==> config.mk <==
export PLATFORM = sky130hd
export DESIGN_NAME = vm_seq_mul
export DESIGN_NICKNAME = d
export VERILOG_FILES = /design/src/rtl/vm_seq_pkg.sv /design/src/rtl/vm_seq_mul_csa.sv /design/src/rtl/vm_seq_mul.sv
export SDC_FILE = /design/constraint.sdc
export NUM_CORES = 1
export LEC_CHECK = 0
export ABC_AREA = 1
export CORE_MARGIN = 1
export CORE_UTILIZATION = 46
export CTS_CLUSTER_DIAMETER = 50
export DETAILED_ROUTE_END_ITERATION = 12
export GPL_ROUTABILITY_DRIVEN = 0
export GPL_TIMING_DRIVEN = 0
export PLACE_DENSITY = 0.71
export SYNTH_ARGS = -nofsm -noshare
export SYNTH_HDL_FRONTEND = slang
export SYNTH_SLANG_ARGS = --single-unit
==> constraint.sdc <==
create_clock -name clk -period 3.72 [get_ports clk]
set_clock_uncertainty 0.15 [all_clocks]
set_input_delay 1.116 -clock clk [delete_from_list [all_inputs] [get_ports clk]]
set_output_delay 1.116 -clock clk [all_outputs]
set_load 0.03 [all_outputs]
==> src/rtl/vm_seq_pkg.sv <==
// Shared types and constants for the sequential Vedic multiplier.
package vm_seq_pkg;

  typedef enum logic [1:0] {IDLE, MUL, DONE} state_t;

  localparam int SLICE_W = 4;
  localparam int CORE_PW = 8;

  // Bit offset of the partial product for step k when each operand has kk slices.
  function automatic int slice_shift(input int k, input int kk);
    return SLICE_W * ((k % kk) + (k / kk));
  endfunction

endpackage

==> src/rtl/vm_seq_mul_csa.sv <==
// VM_csa_opti: combinational 4x4 Vedic multiplier built from four 2x2 Vedic
// cells whose middle partial products are merged with a carry-save stage.
module VM_csa_opti (
  input  logic [3:0] i_a,
  input  logic [3:0] i_b,
  output logic [7:0] o_p
);

  function automatic logic [3:0] vedic2(input logic [1:0] x, input logic [1:0] y);
    logic c1;
    logic [3:0] r;
    r[0] = x[0] & y[0];
    r[1] = (x[1] & y[0]) ^ (x[0] & y[1]);
    c1   = (x[1] & y[0]) & (x[0] & y[1]);
    r[2] = (x[1] & y[1]) ^ c1;
    r[3] = (x[1] & y[1]) & c1;
    return r;
  endfunction

  logic [3:0] w_q0, w_q1, w_q2, w_q3;
  logic [5:0] w_x, w_y, w_z, w_sum, w_carry;

  assign w_q0 = vedic2(i_a[1:0], i_b[1:0]);
  assign w_q1 = vedic2(i_a[3:2], i_b[1:0]);
  assign w_q2 = vedic2(i_a[1:0], i_b[3:2]);
  assign w_q3 = vedic2(i_a[3:2], i_b[3:2]);

  // Upper six product bits: {q3, q0[3:2]} + q1 + q2, reduced 3:2 then one add.
  assign w_x     = {w_q3, w_q0[3:2]};
  assign w_y     = {2'b00, w_q1};
  assign w_z     = {2'b00, w_q2};
  assign w_sum   = w_x ^ w_y ^ w_z;
  assign w_carry = {((w_x[4:0] & w_y[4:0]) | (w_x[4:0] & w_z[4:0]) | (w_y[4:0] & w_z[4:0])), 1'b0};

  assign o_p = {w_sum + w_carry, w_q0[1:0]};

endmodule

==> src/rtl/vm_seq_mul.sv <==
// vm_seq_mul: WIDTH x WIDTH unsigned multiplier time-sharing one 4x4 Vedic core.
// Optional build macro VM_SEQ_ZERO_SKIP_EN: zero operands complete straight away.
module vm_seq_mul
  import vm_seq_pkg::*;
#(
  parameter int WIDTH = 8
) (
  input  logic                 clk,
  input  logic                 rst,
  input  logic                 in_valid,
  output logic                 in_ready,
  input  logic [WIDTH-1:0]     a,
  input  logic [WIDTH-1:0]     b,
  output logic                 out_valid,
  input  logic                 out_ready,
  output logic [2*WIDTH-1:0]   p,
  output logic                 busy
);

  localparam int K       = WIDTH / SLICE_W;
  localparam int PROD_W  = 2 * WIDTH;
  localparam int N_STEPS = K * K;
  localparam int CNT_W   = (N_STEPS > 1) ? $clog2(N_STEPS) : 1;
  localparam logic [CNT_W-1:0] LAST = CNT_W'(N_STEPS - 1);

  if (!(WIDTH == 4 || WIDTH == 8 || WIDTH == 12 || WIDTH == 16)) begin : g_bad_width
    $error("vm_seq_mul: WIDTH must be 4, 8, 12 or 16");
  end

  state_t              r_state, w_state_nxt;
  logic [WIDTH-1:0]    r_a, r_b;
  logic [PROD_W-1:0]   r_acc;
  logic [CNT_W-1:0]    r_cnt;
  logic                w_accept, w_start_done;
  int                  w_i, w_j;
  logic [SLICE_W-1:0]  w_sa, w_sb;
  logic [CORE_PW-1:0]  w_core;
  logic [PROD_W-1:0]   w_term;

  // Ready is forced low while reset is held so nothing is accepted mid-reset.
  assign in_ready = ~rst & ((r_state == IDLE) | ((r_state == DONE) & out_ready));
  assign w_accept = in_valid & in_ready;

`ifdef VM_SEQ_ZERO_SKIP_EN
  assign w_start_done = (a == '0) || (b == '0);
`else
  assign w_start_done = 1'b0;
`endif

  // Step k multiplies slice (k mod K) of a by slice (k div K) of b.
  always_comb begin
    w_i  = int'(r_cnt) % K;
    w_j  = int'(r_cnt) / K;
    w_sa = r_a[SLICE_W*w_i +: SLICE_W];
    w_sb = r_b[SLICE_W*w_j +: SLICE_W];
  end

  VM_csa_opti u_core (
    .i_a (w_sa),
    .i_b (w_sb),
    .o_p (w_core)
  );

  assign w_term = PROD_W'(w_core) << slice_shift(int'(r_cnt), K);

  // NOTE: clocked state uses non-blocking assignments so every register
  // samples the pre-edge values, independent of statement order.
  always_ff @(posedge clk or posedge rst) begin
    if (rst) r_state <= IDLE;
    else     r_state <= w_state_nxt;
  end

  // NOTE: next state defaults to the current state first, so no path through
  // the case leaves it unassigned and no latch is inferred.
  always_comb begin
    w_state_nxt = r_state;
    unique case (r_state)
      IDLE:    if (w_accept) w_state_nxt = w_start_done ? DONE : MUL;
      MUL:     if (r_cnt == LAST) w_state_nxt = DONE;
      DONE:    if (out_ready) begin
                 if (w_accept) w_state_nxt = w_start_done ? DONE : MUL;
                 else          w_state_nxt = IDLE;
               end
      default: w_state_nxt = IDLE;
    endcase
  end

  always_ff @(posedge clk or posedge rst) begin
    if (rst) begin
      r_a   <= '0;
      r_b   <= '0;
      r_acc <= '0;
      r_cnt <= '0;
    end else if (w_accept) begin
      r_a   <= a;
      r_b   <= b;
      r_acc <= '0;
      r_cnt <= '0;
    end else if (r_state == MUL) begin
      r_acc <= r_acc + w_term;
      r_cnt <= r_cnt + 1'b1;
    end
  end

  assign out_valid = (r_state == DONE);
  assign busy      = (r_state == MUL) || (r_state == DONE);
  assign p         = r_acc;

endmodule

== Yosys cells after proc, flatten, opt, wreduce, memory -nomap -nowiden ==
Index checks and enable logic that the tools add are counted.
Widths: inputs -> output; s select.

* Register bits after elaboration: 36
* Memory bits (writable): 0
* Logic and storage cells: 75
* Memories kept: 0
* Bits in latches: 0
* Input bits: 20
* Output and inout bits: 19
* Memory bits (read-only): 0

* Add/sub/neg operators: 4
* Muxes and demuxes: 9
* Equality and inequality tests: 6
* Divide/modulo/power cells: 0
* Bitwise logic cells: 44
* Reduce and logical (&&, ||, !) cells: 4
* Magnitude comparators: 0
* Shifts and indexed selects: 3
* Multipliers: 0

{| class="wikitable"
|+ Operators by type and width
! kind !! count
|-
| $mux 16 || 2
|-
| $and 1x1->1 || 27
|-
| $add 16x16->16 || 1
|-
| $shiftx 8x4->4 || 2
|-
| $shl 8x4->16 || 1
|-
| $xor 6x4->6 || 2
|-
| $and 5x4->5 || 2
|-
| $mux 2 || 5
|-
| $or 5x5->5 || 2
|-
| $xor 1x1->1 || 8
|-
| $add 6x6->6 || 1
|-
| $pmux 2 s3 || 1
|-
| $and 4x4->4 || 1
|-
| $eq 2x2->1 const B || 2
|-
| $ne 2x2->1 const B || 2
|-
| $reduce_and 3->1 || 1
|-
| $add 1x1->2 || 1
|-
| $add 2x1->2 const B || 1
|-
| $eq 2x1->1 const B || 1
|-
| $logic_not 2->1 || 1
|-
| $ne 2x1->1 const B || 1
|-
| $reduce_bool 2->1 || 1
|-
| $logic_or 1x1->1 || 1
|-
| $mux 1 || 1
|-
| 2 further kinds || 2
|}

== Depth between registers and ports, before layout ==
Gate-level depths: netlist of the first run.

* Word-level depth: 12
* Depth in mapped cells: 31
* Depth with buffers taken out: 31

== Hierarchy ==
Synthesis of the first run repeated with hierarchy kept, for this count alone.

* Cell total of the unflattened synthesis: 458
* Area, all modules: 3134.3 µm²

{| class="wikitable"
|+ Modules (own cells, without submodules)
! module !! cells an instance !! sequential area each (µm²) !! area each (µm²) !! instances
|-
| vm_seq_mul || 379 || 900.9 || 2637.5 || 1
|-
| VM_csa_opti || 79 || 0.0 || 496.7 || 1
|}

== Worst setup path before layout of the first run ==
No wires, ideal clock.

* Kind: register to register
* From: reg r_cnt[1]
* To: reg r_acc[13] (netlist: p[13])
* Cell stages (with the launch flop): 27
* Data arrival time: 3811 ps
* Library setup time: 122 ps
* Period minus slack after synthesis: 4084 ps
* Setup slack: -364 ps
* Required time: 3448 ps
* Buffers on the path: 1
* Cell sequence: dfrtp_1 -> buf_2 -> o21ai_0 -> nor2_1 -> ha_1 -> ha_1 -> inv_1 -> fa_1 -> inv_1 -> ha_1 -> inv_1 -> fa_1 -> inv_1 -> nand3_1 -> nand3_1 -> nand3_1 -> nand2_1 -> nor2_1 -> ha_1 -> nand2_1 -> inv_1 -> a21oi_2 -> nor2_1 -> nor3_1 -> nand3_1 -> nand2_1 -> o21ai_1

* Cells in the longest elaborated chain, start to end: 12
* Elaborated cells on any way between the ends: 46
* Classes of those cells: 3 x add/sub; 2 x shift; 2 x mux; 39 x bitwise

{| class="wikitable"
|+ RTL lines
! item !! line !! text
|-
| start, declared || vm_seq_mul.sv:33 || <nowiki>logic [CNT_W-1:0] r_cnt;</nowiki>
|-
| start signal, assigned || vm_seq_mul.sv:101 || <nowiki>r_cnt <= r_cnt + 1'b1;</nowiki>
|-
| $shiftx 8x4->4 || vm_seq_mul.sv:55 || <nowiki>w_sb = r_b[SLICE_W*w_j +: SLICE_W];</nowiki>
|-
| $and 1x1->1 || vm_seq_mul_csa.sv:13, vm_seq_mul_csa.sv:14 ||
|-
| $and 1x1->1 || vm_seq_mul_csa.sv:14 || <nowiki>c1 = (x[1] & y[0]) & (x[0] & y[1]);</nowiki>
|-
| $xor 1x1->1 / $and 1x1->1 (equally long branches) || vm_seq_mul_csa.sv:15, vm_seq_mul_csa.sv:16 ||
|-
| $and 5x4->5 || vm_seq_mul_csa.sv:33 || <nowiki>assign w_carry = {((w_x[4:0] & w_y[4:0]) | (w_x[4:0] & w_z[4:0]) | (w_y[4:0] & w_z[4:0])), 1'b0};</nowiki>
|-
| $or 5x5->5 (2 in a row) || vm_seq_mul_csa.sv:33 ||
|-
| $add 6x6->6 || vm_seq_mul_csa.sv:35 || <nowiki>assign o_p = {w_sum + w_carry, w_q0[1:0]};</nowiki>
|-
| $shl 8x4->16 * || vm_seq_mul.sv:64 || <nowiki>assign w_term = PROD_W'(w_core) << slice_shift(int'(r_cnt), K);</nowiki>
|-
| $add 16x16->16 * || vm_seq_mul.sv:100 || <nowiki>r_acc <= r_acc + w_term;</nowiki>
|-
| $mux 16 * || vm_seq_mul.sv:99 || <nowiki>end else if (r_state == MUL) begin</nowiki>
|-
| $mux 16 * || vm_seq_mul.sv:94 || <nowiki>end else if (w_accept) begin</nowiki>
|-
| end signal, assigned || vm_seq_mul.sv:100 ||
|-
| end, declared || vm_seq_mul.sv:32 || <nowiki>logic [PROD_W-1:0] r_acc;</nowiki>
|}

Mark *: on every way between the ends. The rest lies on a longest branch, timed or not. The select of a mux whose other input is x is not followed.
A chain may end at the register's enable or synchronous reset.

== Worst setup path in the final report of the first run ==
* From: reg r_cnt[0]
* To: reg r_acc[13] (netlist: p[13])

* Cells in the longest elaborated chain, start to end: 12
* Elaborated cells on any way between the ends: 46
* Classes of those cells: 3 x add/sub; 2 x shift; 2 x mux; 39 x bitwise

{| class="wikitable"
|+ RTL lines
! item !! line !! text
|-
| $shiftx 8x4->4 || vm_seq_mul.sv:54 || <nowiki>w_sa = r_a[SLICE_W*w_i +: SLICE_W];</nowiki>
|-
| $and 1x1->1 || vm_seq_mul_csa.sv:13, vm_seq_mul_csa.sv:14 ||
|-
| $and 1x1->1 || vm_seq_mul_csa.sv:14 ||
|-
| $xor 1x1->1 / $and 1x1->1 (equally long branches) || vm_seq_mul_csa.sv:15, vm_seq_mul_csa.sv:16 ||
|-
| $and 5x4->5 || vm_seq_mul_csa.sv:33 ||
|-
| $or 5x5->5 (2 in a row) || vm_seq_mul_csa.sv:33 ||
|-
| $add 6x6->6 || vm_seq_mul_csa.sv:35 ||
|-
| $shl 8x4->16 * || vm_seq_mul.sv:64 ||
|-
| $add 16x16->16 * || vm_seq_mul.sv:100 ||
|-
| $mux 16 * || vm_seq_mul.sv:99 ||
|-
| $mux 16 * || vm_seq_mul.sv:94 ||
|}

Marked as above.

==> results of run 1 <==
## final timing paths
path	endpoint	cells after the start	start
min in group asynchronous	r_a[5]$_DFFE_PP0P_	2	rst
min reg2reg	r_b[4]$_DFFE_PP0P_	2	r_b[4]$_DFFE_PP0P_
min	r_b[4]$_DFFE_PP0P_	2	r_b[4]$_DFFE_PP0P_
max in group asynchronous	p[1]$_DFFE_PP0P_	2	rst
max	p[13]$_DFFE_PP0P_	21	r_cnt[0]$_DFFE_PP0P_
max reg2reg	p[13]$_DFFE_PP0P_	21	r_cnt[0]$_DFFE_PP0P_
## cell families after synthesis
group / synth area share, %
AND/OR/NAND/NOR: 25.2
buffers and inverters: 7.69
AO/OA/AOI/OAI: 12.5
flip-flops: 30.2
XOR/XNOR: 1.18
multiplexers: 5.80
adder cells (fa/ha/maj): 17.5
## timing repair
action / in CTS / in global routing
endpoints found under the hold margin: 0 / 0
pin swaps: 33 / 41
endpoints found under the setup margin: 12 / 12
resized for setup: 36 / 69
buffers inserted: 12 / 9
## Yosys cell counts (all sizes together) (3+ instances only)
library cell	instances
mux2i	3
nand2	96
or2	3
xor2	3
inv	48
dfrtp	36
nor2	51
mux2	10
a21oi	27
buf	5
o21ai	27
a21o	3
nand3	24
ha	32
nor3	3
fa	6
## sequential cells by signal, indices dropped and copies added (netlist names)
signal and flops:
r_state 2, r_cnt 2, p 16, r_b 8, r_a 8
## placed cells by master (no fill, tap or decap), types with 8 or more instances in the layout
cell type and instances:
mux2_4 8, nand3_2 8, o21ai_1 13, nand2_2 13, buf_4 17, nor2_1 36
nand2_1 79, ha_1 20, inv_1 37, clkdlybuf4s50_1 37, dfrtp_1 36, inv_2 10
nand3_1 15, a21oi_1 17, nor2_2 15
## layout make-up
type                       count  area (µm²)
timing repair buffer          58         541
clock buffer                   6        72.6
multi-input combinational    301        2290
inverter                      49         186
buffer                         7        57.6
sequential                    36         901
fill                         482        1920
tap                           75        93.8
clock inverter                 2        35.0
## metal layers
layer	share of wire (%)	up-vias	track usage (%)
met5	0	-	0
met4	1.3	0	5.79
met3	5.1	11	3.63
met2	46	100	38.5
met1	48	1368	34.2
li1	-	1411	-
## critical path: cells and delay by family, from the launching register on
kind / cells / cell delay, ns
adder cells (fa/ha/maj): 6 / 1.69
flip-flops: 1 / 0.37
AND/OR/NAND/NOR: 5 / 0.74
XOR/XNOR: 1 / 0.18
multiplexers: 1 / 0.33
AO/OA/AOI/OAI: 3 / 0.37
buffers and inverters: 5 / 0.49
## stage by stage
step	instances	instance area, µm²	hold WS (ns)	worst slack, ns
after floorplan	393	3040	0.331	-0.235
after global placement	506	3520	0.347	-0.652
after detailed placement	506	3520	0.354	-0.735
after CTS	526	3820	0.372	-0.524
after global routing	534	4180	0.402	-0.926
final	534	4180	0.366	-0.711
==> flow_metrics.env, run 1 <==
export IMPL_cts_tree="done"
export IMPL_synth_edf_count=0
export IMPL_outcome="finished, violations left"
export IMPL_cts_sinks=36
export IMPL_drt_initial_drc_count=167
export IMPL_pin_count=39
export IMPL_num_vias=2890
export IMPL_ant_nets=0
export IMPL_firstDrtPassIters=5
export IMPL_gr_usage_all_layers_pct=24.2
export IMPL_syn_area_mm2=0.00298
export IMPL_period_minus_slack_ns=4.43
export IMPL_yosys_area_top_type="dfrtp_1"
export IMPL_grt_pass1_vias=2696
export IMPL_ys_flop_type="dfrtp_1"
export IMPL_avgSynthCellArea_um2=7.58
export IMPL_max_cap_viol_count=0
export IMPL_die_area_mm2=0.00680
export IMPL_post_drt_wl_per_cell_um=14.5
export IMPL_grt_pass1_wl_um=12500
export IMPL_utilization_pct=68.6
export IMPL_drive_above_1_share_pct=29.8
export IMPL_yosys_register_bits=36
export IMPL_num_rows=28
export IMPL_insertion_delay_ns=0.30
export IMPL_coreArea_mm2=0.00610
export IMPL_tns_ns=-5.56
export IMPL_crit_chain="buf_6 > mux2i_4 > nor2_2 > ha_2 > ha_4 > inv_2 > fa_1 > inv_1 > ha_2 > inv_2 > fa_2 > xor2_2 > o22ai_1 > ha_1 > nand2_1 > inv_1 > nand3_1 > nor3_1 > nand2_1 > a21oi_1 > o21ai_1"
export IMPL_crit_required_ns=3.76
export IMPL_finalNetCount=516
export IMPL_antenna_found_initial=0
export IMPL_fmax_ghz=0.226
export IMPL_worstPathArrival_ns=4.47
export IMPL_clk_path_buf_depth=2
export IMPL_rsz0062_at_grt="true"
export IMPL_yosysWarnings=0
export IMPL_critPathMaxStageDelay_ns=0.40
export IMPL_ys_seq_area_share_pct=30.2
export IMPL_floorplan_initialDensity_pct=48.9
export IMPL_dieWidth_um=82.5
export IMPL_port_buffers=38
export IMPL_fin_crit_sh_pct=119
export IMPL_hold_violations=0
export IMPL_crit_slowest_cell="ha_1"
export IMPL_min_path_type="flip-flop to flip-flop"
export IMPL_syn_instance_count=393
export IMPL_wl_um=7740
export IMPL_hpwl_um=5340
export IMPL_ys_top_cells_by_area="dfrtp_1, ha_1, nand2_1, nor2_1, inv_1"
export IMPL_worstSetupPathType="flip-flop to flip-flop"
export IMPL_grt_max_degree=37
export IMPL_postCtsHoldBufs=0
export IMPL_async_flop_share_pct=100
export IMPL_cp_end_kind="flip-flop"
export IMPL_synth_top_area_share_pct=30.2
export IMPL_slew_viol_final=0
export IMPL_overflow=0
export IMPL_avgViaCountPerCell=5.41
export IMPL_drc=0
export IMPL_clk_pin_slew_ns=0.08
export IMPL_crit_path_start_kind="flip-flop"
export IMPL_setup_viol=11
export IMPL_cts_buffers_inserted=5
export IMPL_cts_root_buf="clkbuf_8"
export IMPL_syn_nets=451
export IMPL_finalWorstSetupSlack_ns=-0.711
export IMPL_cts_htree_levels=2
export IMPL_critPathMaxFanout=7
export IMPL_dieHeight_um=82.5
export IMPL_diodes=0
export IMPL_tightest_slew_ns=0.779
export IMPL_r2r_slack_ns=-0.71
export IMPL_max_slew_margin_pct=48.0
export IMPL_violations="negative setup slack"
export IMPL_ys_types=35
export IMPL_area_delta_synth_final_pct=40.3
Power of run 1 is not shown: default switching activity piles up to over one toggle a cycle in this logic, so the estimate is an artifact.
==> run 2: changes to the inputs <==
DONT_BUFFER_PORTS = 1   (was not set)
PLACE_DENSITY = not set   (was 0.71)
==> flow_metrics.env, run 2 (synthesis gave the netlist of run 1 again) <==
export IMPL_setup_viol=12
export IMPL_max_slew_margin_pct=47.5
export IMPL_critPathMaxStageDelay_ns=0.53
export IMPL_worstPathArrival_ns=4.38
export IMPL_fin_crit_sh_pct=116
export IMPL_regArea_um2=901
export IMPL_r2r_slack_ns=-0.58
export IMPL_die_area_mm2=0.00680
export IMPL_cts_htree_levels=2
export IMPL_firstDrtPassIters=4
export IMPL_cts_tree="done"
export IMPL_max_cap_viol_count=0
export IMPL_crit_required_ns=3.80
export IMPL_fmax_ghz=0.233
export IMPL_final_cells=501
export IMPL_hpwl_um=5250
export IMPL_layout_common_cells="nand2_1, nor2_1, dfrtp_1, inv_1, buf_4"
export IMPL_grt_pass1_vias=2650
export IMPL_postCtsHoldBufs=0
export IMPL_crit_top_cell="nand2_2"
export IMPL_rr_endpoint="p[15]$_DFFE_PP0P_"
export IMPL_gr_usage_all_layers_pct=24.6
export IMPL_largest_register_ffs=16
export IMPL_num_rows=28
export IMPL_critPathMaxFanout=7
export IMPL_overflow=0
export IMPL_area_delta_synth_final_pct=33.0
export IMPL_dpl_cell_count=468
export IMPL_crit_path_start_kind="flip-flop"
export IMPL_min_from="r_b[7]$_DFFE_PP0P_"
export IMPL_multi_input_area_mm2=0.00244
export IMPL_worstReg2RegStart="r_cnt[0]$_DFFE_PP0P_"
export IMPL_clk_path_buf_depth=2
export IMPL_antenna_found_initial=0
export IMPL_pin_count=39
export IMPL_crit_slowest_cell="fa_2"
export IMPL_slew_viol_final=0
export IMPL_ant_nets=0
export IMPL_grt_pass1_wl_um=12500
export IMPL_post_drt_wl_per_cell_um=16.2
export IMPL_coreArea_mm2=0.00610
export IMPL_holdPathEnd="r_b[7]$_DFFE_PP0P_"
export IMPL_dieHeight_um=82.5
export IMPL_avgViaCountPerCell=5.44
export IMPL_drive_above_1_share_pct=39.2
export IMPL_cts_sinks=36
export IMPL_insertion_delay_ns=0.29
export IMPL_n_fill_cell=513
export IMPL_rsz0062_at_grt="true"
export IMPL_grt_max_degree=37
export IMPL_min_path_type="flip-flop to flip-flop"
export IMPL_hold_violations=0
export IMPL_finalNetCount=483
export IMPL_diodes=0
export IMPL_floorplan_initialDensity_pct=48.9
export IMPL_finalWorstSetupSlack_ns=-0.581
export IMPL_mostFrequentLayoutCell="nand2_1"
export IMPL_worstHoldPathCells=2
export IMPL_cp_end_kind="flip-flop"
export IMPL_dieWidth_um=82.5
export IMPL_clk_pin_slew_ns=0.08
export IMPL_cts_buffers_inserted=5
export IMPL_drc=0
export IMPL_outcome="finished, violations left"
export IMPL_period_minus_slack_ns=4.30
export IMPL_drt_initial_drc_count=159
export IMPL_violations="negative setup slack"
export IMPL_port_buffers=0
export IMPL_cts_root_buf="clkbuf_8"
export IMPL_utilization_pct=65.0
export IMPL_tightest_slew_ns=0.787
export IMPL_wl_um=8120
export IMPL_num_vias=2725
export IMPL_worstSetupPathType="flip-flop to flip-flop"
export IMPL_ff2ff_path_depth=24
export IMPL_crit_chain="buf_6 > mux2i_4 > nor2_2 > ha_2 > ha_4 > inv_2 > fa_2 > inv_1 > ha_4 > nand3_2 > nand2_2 > xor2_2 > mux2i_2 > nor2_2 > ha_4 > nand2_2 > nand2_2 > a21oi_2 > nand2_2 > a21oi_2 > inv_1 > nand3_1 > nand3_1 > nand2_1"
run 2: changes by cell type in the layout (fill, tap and decap cells not counted), sizes merged:
cell | previous run | this run
clkbuf | 8 | 7
clkdlybuf4s50 | 37 | 0
bufinv | 1 | 0
clkinv | 2 | 4
dlygate4sd2 | 1 | 0
buf | 25 | 30
run 2: worst max-delay path: cells and delay by family, from the launching register on:
family	cells	cell delay (ns)
mux	2	0.44
simple gates	10	0.92
flops	1	0.37
fa+ha+maj	5	1.50
xor+xnor	1	0.19
compound gates	2	0.31
buf+inv	4	0.33
run 2: how the worst max path moves through the flow:
stage / startpoint / end / slack [ns] / depth (start not counted)
after detailed placement: r_cnt[0]$_DFFE_PP0P_ / p[15]$_DFFE_PP0P_ / -0.74 / 23
final: r_cnt[0]$_DFFE_PP0P_ / p[15]$_DFFE_PP0P_ / -0.58 / 24
after floorplan: r_cnt[0]$_DFFE_PP0P_ / p[13]$_DFFE_PP0P_ / -0.23 / 26
after CTS: r_cnt[0]$_DFFE_PP0P_ / p[15]$_DFFE_PP0P_ / -0.53 / 25
after global placement: r_cnt[0]$_DFFE_PP0P_ / p[15]$_DFFE_PP0P_ / -0.76 / 23
after global routing: r_cnt[0]$_DFFE_PP0P_ / p[15]$_DFFE_PP0P_ / -0.71 / 24
run 2: routing by layer:
metal	routed length, µm	global-route usage (%)	vias up
met3	460	5.05	14
met2	3680	39.7	68
met4	132	6.32	0
met5	0	0	-
li1	-	-	1342
met1	3850	33.5	1301
run 2: what timing repair did:
| action | 4_1_cts | 5_1_grt |
|---|---|---|
| buffers inserted | 19 | 5 |
| cloned | 0 | 1 |
| endpoints found under the setup margin | 12 | 12 |
| pin swaps | 48 | 44 |
| gates resized for setup | 65 | 76 |
run 2: final cells by class:
class	instances	share of cell area, %
Clock buffer	5	1.74
Tap cell	75	2.37
Clock inverter	3	0.474
Buffer	7	1.45
Inverter	49	4.70
Timing Repair Buffer	25	5.02
Multi-Input combinational cell	301	61.5
Sequential cell	36	22.7
run 2: stage by stage:
| stage | hold slack, ns | setup WS, ns | area, µm² | setup TNS (ns) |
|---|---|---|---|---|
| after floorplan | 0.331 | -0.235 | 3040 | -1.06 |
| after global placement | 0.346 | -0.761 | 3140 | -6.49 |
| after detailed placement | 0.356 | -0.740 | 3140 | -6.31 |
| after CTS | 0.374 | -0.535 | 3570 | -4.76 |
| after global routing | 0.408 | -0.714 | 3960 | -6.79 |
| final | 0.369 | -0.581 | 3960 | -4.95 |
Power of run 2 is left out for the same reason.
